===== src/rtl/var_delay_line_pkg.sv =====
// Shared tracking-channel constants for the variable delay line: default depth,
// pointer width, FSM state encodings and the delay clamp helper.
package var_delay_line_pkg;

  localparam int GPS_MAX_DELAY  = 64;
  localparam int GPS_ADDR_WIDTH = 6;

  localparam logic [0:0] ST_FILL = 1'b0;
  localparam logic [0:0] ST_RUN  = 1'b1;

  // Map a requested delay onto the legal range 1..max_delay.
  function automatic logic [31:0] clamp_delay(input logic [31:0] sel,
                                              input logic [31:0] max_delay);
    logic [31:0] d;
    if (sel == 32'd0) begin
      d = 32'd1;
    end else if (sel > max_delay) begin
      d = max_delay;
    end else begin
      d = sel;
    end
    return d;
  endfunction

endpackage


===== src/rtl/var_delay_line_delay_ram.sv =====
// Sample history store: one synchronous write port and one asynchronous read
// port, sized to map onto distributed RAM.
module delay_ram #(
  parameter int WIDTH      = 1,
  parameter int DEPTH      = 64,
  parameter int ADDR_WIDTH = 6
) (
  input  logic                  clk,
  input  logic                  we,
  input  logic [ADDR_WIDTH-1:0] wr_addr,
  input  logic [WIDTH-1:0]      wr_data,
  input  logic [ADDR_WIDTH-1:0] rd_addr,
  output logic [WIDTH-1:0]      rd_data
);

  logic [WIDTH-1:0] mem [DEPTH];

  always_ff @(posedge clk) begin
    if (we) begin
      mem[wr_addr] <= wr_data;
    end
  end

  assign rd_data = mem[rd_addr];

endmodule


===== src/rtl/var_delay_line.sv =====
// Runtime-programmable sample delay: circular buffer with a write pointer and an
// offset reader, gated until enough history exists for the selected delay.
module var_delay_line
  import var_delay_line_pkg::*;
#(
  parameter int WIDTH         = 1,
  parameter int MAX_DELAY     = GPS_MAX_DELAY,
  parameter int ADDR_WIDTH    = GPS_ADDR_WIDTH,
  parameter int DEFAULT_DELAY = 1
) (
  input  logic                  clk,
  input  logic                  reset,
  input  logic                  in_valid,
  input  logic [WIDTH-1:0]      in,
  input  logic                  delay_load,
  input  logic [ADDR_WIDTH:0]   delay_sel,
  output logic [WIDTH-1:0]      out,
  output logic                  out_valid,
  output logic                  busy
);

  localparam int D_W = ADDR_WIDTH + 1;
  localparam logic [ADDR_WIDTH-1:0] FILL_MAX = ADDR_WIDTH'(MAX_DELAY - 1);
  localparam logic [D_W-1:0] D_RESET = D_W'(DEFAULT_DELAY);

  logic [ADDR_WIDTH-1:0] wr_ptr;
  logic [ADDR_WIDTH-1:0] fill;
  logic [ADDR_WIDTH-1:0] fill_next;
  logic [D_W-1:0]        d_reg;
  logic [D_W-1:0]        d_sel_clamped;
  logic [D_W-1:0]        d_eff;
  logic [D_W-1:0]        d_minus;
  logic [ADDR_WIDTH-1:0] rd_addr;
  logic [WIDTH-1:0]      rd_data;
  logic [0:0]            state;
  logic [0:0]            state_next;
  logic                  history_ok;
  logic                  emit;

  // A delay loaded in the same cycle as a sample already governs that sample.
  assign d_sel_clamped = D_W'(clamp_delay(32'(delay_sel), 32'(MAX_DELAY)));
  assign d_eff         = delay_load ? d_sel_clamped : d_reg;
  assign d_minus       = d_eff - D_W'(1);
  assign rd_addr       = wr_ptr - d_minus[ADDR_WIDTH-1:0];

  // History is judged on fill before the current sample; FILL/RUN is a
  // registered view of the same test including this cycle's sample.
  assign history_ok = ({1'b0, fill} >= d_minus);
  assign emit       = in_valid && history_ok;

  always_comb begin
    fill_next = fill;
    if (in_valid && (fill != FILL_MAX)) begin
      fill_next = fill + ADDR_WIDTH'(1);
    end
  end

  always_comb begin
    state_next = state;
    case (state)
      ST_FILL: if ({1'b0, fill_next} >= d_minus) state_next = ST_RUN;
      ST_RUN:  if ({1'b0, fill_next} < d_minus)  state_next = ST_FILL;
      default: state_next = ST_FILL;
    endcase
  end

  delay_ram #(
    .WIDTH      (WIDTH),
    .DEPTH      (MAX_DELAY),
    .ADDR_WIDTH (ADDR_WIDTH)
  ) u_ram (
    .clk     (clk),
    .we      (in_valid),
    .wr_addr (wr_ptr),
    .wr_data (in),
    .rd_addr (rd_addr),
    .rd_data (rd_data)
  );

  always_ff @(posedge clk) begin
    if (reset) begin
      wr_ptr    <= '0;
      fill      <= '0;
      d_reg     <= D_RESET;
      state     <= ST_FILL;
      out       <= '0;
      out_valid <= 1'b0;
    end else begin
      if (delay_load) begin
        d_reg <= d_sel_clamped;
      end
      if (in_valid) begin
        wr_ptr <= wr_ptr + ADDR_WIDTH'(1);
      end
      fill      <= fill_next;
      state     <= state_next;
      out_valid <= emit;
      // D=1 reads the slot being written this cycle, so take the input directly.
      if (emit) begin
        out <= (d_minus == '0) ? in : rd_data;
      end
    end
  end

  assign busy = (state == ST_FILL);

endmodule


===== config.mk =====
export PLATFORM = sky130hd
export DESIGN_NAME = var_delay_line
export DESIGN_NICKNAME = d
export VERILOG_FILES = /design/src/rtl/var_delay_line_pkg.sv /design/src/rtl/var_delay_line_delay_ram.sv /design/src/rtl/var_delay_line.sv
export SDC_FILE = /design/constraint.sdc
export NUM_CORES = 1
export LEC_CHECK = 0
export BUFFER_PORTS_ARGS = -buffer_cell sky130_fd_sc_hd__buf_2
export CAP_MARGIN = 30
export CORE_AREA = 5 5 119 121
export DETAILED_ROUTE_END_ITERATION = 6
export DIE_AREA = 0 0 124 126
export HOLD_SLACK_MARGIN = 0.15
export SKIP_CTS_REPAIR_TIMING = 1
export SYNTH_ARGS = -nofsm -noshare
export SYNTH_HDL_FRONTEND = slang
export SYNTH_SLANG_ARGS = --single-unit

===== constraint.sdc =====
create_clock -name clk -period 4.17 [get_ports clk]
set_input_delay 0.417 -clock clk [delete_from_list [all_inputs] [get_ports clk]]
set_output_delay 0.417 -clock clk [all_outputs]
set_load 0.1 [all_outputs]

# Yosys cells after proc, flatten, opt, wreduce, memory -nomap -nowiden
# Memory sizes are Yosys's and may differ from the RTL's. A register that Yosys moved wholly into a read port is not among the register bits.
# Index checks and enable logic that the tools add are counted.
word_totals:
  mem_bits_ro: 0
  mem_count: 1
  mem_bits_rw: 64
  output_inout_bits: 3
  latch_bits: 0
  in_bits: 12
  elab_cells: 28
  register_bits: 21
op_classes:
  shift: 0
  n_mux: 9
  n_eq_ne: 1
  n_reduce_logical: 3
  addsub: 4
  n_bitwise: 1
  multipliers: 0
  magnitude_cmp: 4
  n_div: 0
memory_table:
  columns: ["name", "words", "width", "read_ports", "rd_clocked_by_memory_dff", "wr", "line_no", "text"]
  rows:
  - ["u_ram.mem", 64, 1, 1, 1, 1, "var_delay_line_delay_ram.sv:16", "logic [WIDTH-1:0] mem [DEPTH];"]
ops:
  columns: ["operator", "count"]
  rows:
  - ["2-to-1 mux 7 bit", 3]
  - [">= comparator 6 x 7 -> 1 bit", 2]
  - ["adder 6 x 1 -> 6 bit, second input constant", 2]
  - ["> comparator 7 bit, second input constant", 1]
  - ["zero test 7 bit", 1]
  - ["less-than comparator 6 x 7 -> 1 bit", 1]
  - ["subtractor 7 x 1 -> 7 bit, second input constant", 1]
  - ["2-to-1 mux 6 bit", 1]
  - ["inequality test 6 bit, second input constant", 1]
  - ["subtractor 6 bit", 1]
  - ["2-to-1 mux 1 bit", 4]
  - ["logical AND 1 bit", 2]
  - ["one-hot mux 1 bit (2 select lines)", 1]
  - ["NOT 1 bit", 1]

# Depth between registers and ports, before layout
logic_depth:
  depth_word: 8
  depth_mapped: 17

# Cells and area by module
# From an unflattened synthesis, not the netlist that was laid out.
unflattened:
  cells_unflattened: 395
  area_unflattened_um2: 4590.7
by_module_without_submodules:
  columns: ["module", "seq_area_each_um2", "instances", "cells_each", "area_each_um2"]
  rows:
  - ["delay_ram", 1921.8, 1, 203, 2894.0]
  - ["var_delay_line", 440.4, 1, 192, 1696.6]

# Worst setup path after synthesis
# Ideal clock, no wire load.
synth_timing:
  path_type: "input to register"
  start: "input port delay_sel[2]"
  end: "register out (read register of u_ram.mem)"
  arrival_time_ns: 3.698
  setup_time_ns: 0.114
  path_stages: 15
  path_slack_ns: 0.358
  t_required_ns: 4.056
  path_cell_list: "or4b_1 -> o211ai_2 -> inv_2 -> ha_1 -> xor2_1 -> ha_1 -> a21oi_1 -> nand2_1 -> a2111oi_0 -> a31oi_1 -> a21oi_4 -> xnor2_1 -> nor4_1 -> mux2_1 -> a21o_1"
synth_via:
  elab_chain_cells: 7
  word_cells_on_any_way: 9
synth_rtl:
  columns: ["element", "line_no", "text"]
  rows:
  - ["start, declared", "var_delay_line.sv:16", "input logic [ADDR_WIDTH:0] delay_sel,"]
  - ["> comparator 7 bit", "var_delay_line_pkg.sv:17", "end else if (sel > max_delay) begin"]
  - ["2-to-1 mux 7 bit", "var_delay_line_pkg.sv:17", null]
  - ["2-to-1 mux 7 bit (*)", "var_delay_line_pkg.sv:15", "if (sel == 32'd0) begin"]
  - ["2-to-1 mux 7 bit (*)", null, null]
  - ["subtractor 7 x 1 -> 7 bit (*)", "var_delay_line.sv:43", "assign d_minus = d_eff - D_W'(1);"]
  - [">= comparator 6 x 7 -> 1 bit", "var_delay_line.sv:48", "assign history_ok = ({1'b0, fill} >= d_minus);"]
  - ["logical AND 1 bit", "var_delay_line.sv:49", "assign emit = in_valid && history_ok;"]
  - ["end, declared", "var_delay_line.sv:17", "output logic [WIDTH-1:0] out,"]
# Every way passes the cells marked *; elsewhere a longest branch is shown, timed or not.
# A chain may end at the register's enable or synchronous reset.

# Worst setup path after layout
# Ends and elaborated chain as after synthesis.

==> impl_summary.txt <==
----------------------------------------------------
[Floorplanning]
  Die area ... 15600 um2
  Total core area ... approximately 13000 um2
  Die Height ... between 100 and 150 um
  Chip width ... between 100 and 150 um
  Cell row count ... 42
  Starting density of the core ... a little over a third
  Ports ... 15

[Critical path]
  Cell repeated most along the worst path ... sky130_fd_sc_hd__ha_1
  Worst flop-to-flop path startpoint ... d_reg[1]
  Startpoint kind of the worst setup timing path ... input pin
  Critical path start-end classification ... in2reg
  Critical path data arrival time ... around 4.0 ns
  Required time worst endpoint ... 4.41 ns
  Highest net fanout along the worst path ... 4
  Reg2reg path depth ... 14
  Critical Path, Cell by Cell ... buf_2 > or4b_1 > o211ai_2 > inv_2 > ha_1 > xor2_1 > ha_1 > a21oi_1 > nand2_1 > a2111oi_0 > a31oi_1 > a21oi_4 > xnor2_1 > nor4_1 > mux2_1 > a21o_1
  Worst stage delay on the critical path ... 0.53 ns
  Worst reg-to-reg setup slack ... approximately 0.85 ns
  CP Capture Type ... register
  Cell type group with the largest total delay on the critical path ... compound AO/OA/AOI/OAI gates
  Number of buffers and inverters on the critical path ... 2
  Capture point of the worst reg-to-reg path ... out
  Slowest stage cell, crit path ... sky130_fd_sc_hd__or4b_1

[Placement]
  Buffers added on ports ... 14
  DP HPWL ... roughly 6600 um
  Final GP Congestion ... between 0.7 and 0.8
  Worst setup slack after placement ... 0.166 ns
  Instance area after placement ... 4810 um2

[Finish]
  Max FFs per register ... 64
  Most common cell after layout, fill and taps aside ... sky130_fd_sc_hd__nor2_1
  Commonest cells after routing, fill and taps aside ... sky130_fd_sc_hd__nor2_1 (73), sky130_fd_sc_hd__edfxtp_1 (64), sky130_fd_sc_hd__nand2_1 (22), sky130_fd_sc_hd__dfxtp_1 (22), sky130_fd_sc_hd__mux2i_1 (17)
  Layout cell share with drive strength beyond 1 ... 16.7%
  Relative area change from synthesis to final layout ... 12.5%
  Post-Layout Inst Area ... 5080 um2
  Ant. Diodes ... 0
  Filler cell count ... 1243
  Final nets ... 434

[Synthesis]
  Yosys reg bits ... 86
  Area of the mapped netlist ... 4520 um2
  Top flip-flop cell by instance count after synthesis ... sky130_fd_sc_hd__edfxtp_1
  Number of enable flip-flop cells after synthesis ... 64
  Synthesized netlist net count ... 418
  Share of flip-flops with an asynchronous set or reset after synthesis ... 0%
  Per-instance average area after synthesis ... between 10 and 15 um2
  Synthesized instance count ... 391
  Netlist cell types ... between 50 and 60
  Yosys warning total ... 0
  Sequential fraction of the synthesis area ... 52.3%

[Drt]
  Met3 WL post-DR ... ~230 um
  Router iterations before antenna repair ... 4
  Post-detailed-routing wire length ... 9560 um
  Via density per instance ... between 4 and 5
  Total length of routed met2 wires ... 4590 um
  Routed met1 length ... between 4000 and 5000 um
  Iter 0 DRT Violations ... 208
  Via count ... 2935
  Uppermost signal routing layer after detailed routing ... met4
  Antenna-violating nets left ... 0
  Post-route DRC violation count ... 0
  Average detailed-routed wire length per instance ... 16.3 um

[GRT]
  Maximum number of pins on one net before global-route repair ... between 60 and 70
  Number of antenna violations at the first check in global routing ... 0
  Overall global routing resource usage ... about an eighth
  Global-route wire length before repair ... 15600 um
  Via count of the first global-routing pass ... approximately 3000
  Global-route congestion overflow total ... 0

[Clock network]
  Clock tree from TritonCTS ... done
  Sink Count ... 86
  H-tree depth ... 3
  Clock-pin slew of the registers on the worst-case setup and hold paths ... 0.06 ns
  Max Root-Sink Buffers ... 2
  Latest clock arrival within the worst-skew pair ... around 0.34 ns
  Number of buffers created by CTS ... 9
  Root Buffer Master ... sky130_fd_sc_hd__clkbuf_16

[Pwr]
  Sequential fraction of design power ... a little over two fifths
  Sw Pwr ... 0.593 mW
  Sw Ratio ... between 20 and 30%
  Power density cells ... 421 nW/um2
  Clock network fraction of total power ... 34.6%
  Part of the power in combinational logic ... a little over a fifth
  Cell internal pwr ... 1.55 mW
  Maximum vdd drop ... roughly 0.20 mV
  Pleak ... 1.78 nW

[STA]
  Worst Max-Slew Pin Slew ... 1.00 ns
  Pins over their slew limit ... 0
  Skew final ... 0.00719 ns
  Setup repair after global routing missed its margin ... false
  Final Cycle Share ... 89.2%
  Post-layout minimum cycle time ... 3.72 ns
  Fmax ... roughly 270 MHz
  Number of endpoints with negative hold slack in the final report ... 0
  Worst slew margin relative to its limit ... 33.1%
  Worst hold margin ... 0.481 ns
  Number of failing setup endpoints in the final timing report ... 0
  Slack of the critical path ... 0.449 ns
  Sum Neg Setup Slack ... 0 ns

[Worst hold path]
  Origin of the worst min-delay path ... reset
  Hold Crit Class ... in2reg
  Hold EP ... fill[0]
  Number of cells on the worst hold path ... 2

[Run]
  Maxcap violations ... 0

[Outcome]
  Outcome ... completed

----------------------------------------------------
## cells by family (layout without fill, tap and decap cells)
logic type / after synthesis / count (layout) / share of synthesized area [%]
AND/OR/NAND/NOR: 164 / 164 / 17.6
buffers and inverters: 33 / 54 / 2.82
flip-flops: 86 / 86 / 52.3
multiplexers: 35 / 35 / 12.2
XOR/XNOR: 24 / 24 / 5.29
adder cells (fa/ha/maj): 17 / 17 / 4.79
AO/OA/AOI/OAI: 32 / 32 / 4.98
## routing by layer
metal | track usage, % | vias up
met5 | 0 | -
met1 | 18.2 | 1448
met2 | 20.2 | 30
met3 | 2.29 | 11
li1 | - | 1446
met4 | 5.48 | 0
## power groups by stage
| stage | sequential, mW | clock, mW | combinational [mW] |
|---|---|---|---|
| final | 0.934 | 0.739 | 0.466 |
| after global routing | 0.934 | 0.790 | 0.512 |
| after CTS | 0.934 | 0.753 | 0.474 |
| after detailed placement | 0.952 | 0 | 0.473 |
| after global placement | 0.952 | 0 | 0.465 |
| after floorplan | 0.955 | 0 | 0.349 |
## metrics by stage
stage                     std cells  util, %  total power, mW
after floorplan                 391        -             1.30
after global placement          572     37.1             1.42
after detailed placement        572     37.1             1.42
after CTS                       588     39.2             2.16
after global routing            588     39.2             2.24
final                           588     39.2             2.14
## how the worst max path moves through the flow
stage / from / end / slack, ns / cells after the start
finish: delay_sel[2] / out / 0.45 / 16
global route: delay_sel[2] / out / 0.25 / 16
CTS: delay_sel[2] / out / 0.49 / 16
detailed placement: delay_sel[2] / out / 0.17 / 16
global placement: delay_sel[2] / out / 0.17 / 16
floorplan: delay_sel[2] / out / 0.36 / 15
## final cells by class
class                   count  area, um2  share of cell area, %
well taps                 176        220                   4.33
inverters                  14       52.6                   1.03
repair buffers             24        145                   2.86
multi-input cells         272       2030                   39.9
clock buffers               9        225                   4.43
clock inverters             7       48.8                  0.960
flip-flops and latches     86       2360                   46.5
## synthesized netlist by cell type, types with 2 or more instances
library cell	number	area (um2)
sky130_fd_sc_hd__nor4_1	2	12.5
sky130_fd_sc_hd__and3_1	3	18.8
sky130_fd_sc_hd__nand3_1	8	40.0
sky130_fd_sc_hd__a21o_1	3	22.5
sky130_fd_sc_hd__xnor2_2	2	32.5
sky130_fd_sc_hd__nand2b_1	9	56.3
sky130_fd_sc_hd__mux4_2	16	360
sky130_fd_sc_hd__edfxtp_1	64	1920
sky130_fd_sc_hd__nor2_1	73	274
sky130_fd_sc_hd__and2_1	5	31.3
sky130_fd_sc_hd__nand2_1	22	82.6
sky130_fd_sc_hd__xor2_1	9	78.8
sky130_fd_sc_hd__xnor2_1	12	105
sky130_fd_sc_hd__inv_2	2	7.51
sky130_fd_sc_hd__o21ai_1	3	15.0
sky130_fd_sc_hd__inv_1	12	45.0
sky130_fd_sc_hd__a21oi_1	8	40.0
sky130_fd_sc_hd__mux2i_1	17	170
sky130_fd_sc_hd__o21a_1	3	22.5
sky130_fd_sc_hd__nor2b_1	6	37.5
sky130_fd_sc_hd__or2_2	3	18.8
sky130_fd_sc_hd__nand4_1	6	37.5
sky130_fd_sc_hd__nand3b_1	5	37.5
sky130_fd_sc_hd__ha_1	14	175
sky130_fd_sc_hd__or3_1	3	18.8
sky130_fd_sc_hd__dfxtp_1	22	440
sky130_fd_sc_hd__clkbuf_1	16	60.1
sky130_fd_sc_hd__o21ai_0	3	15.0
sky130_fd_sc_hd__nor3_1	10	50.1
sky130_fd_sc_hd__a31oi_1	3	18.8
sky130_fd_sc_hd__buf_2	3	15.0
sky130_fd_sc_hd__nor3b_1	2	15.0
## worst register-to-register path, stage by stage, from the launching register on
cell	delay, ns
sky130_fd_sc_hd__dfxtp_1	0.30
sky130_fd_sc_hd__nand2b_1	0.09
sky130_fd_sc_hd__and2_1	0.19
sky130_fd_sc_hd__ha_1	0.24
sky130_fd_sc_hd__xor2_1	0.26
sky130_fd_sc_hd__ha_1	0.33
sky130_fd_sc_hd__a21oi_1	0.19
sky130_fd_sc_hd__nand2_1	0.12
sky130_fd_sc_hd__a2111oi_0	0.43
sky130_fd_sc_hd__a31oi_1	0.14
sky130_fd_sc_hd__a21oi_4	0.23
sky130_fd_sc_hd__xnor2_1	0.18
sky130_fd_sc_hd__nor4_1	0.09
sky130_fd_sc_hd__mux2_1	0.29
sky130_fd_sc_hd__a21o_1	0.15
Note: power is estimated with default switching activity, not from simulation.
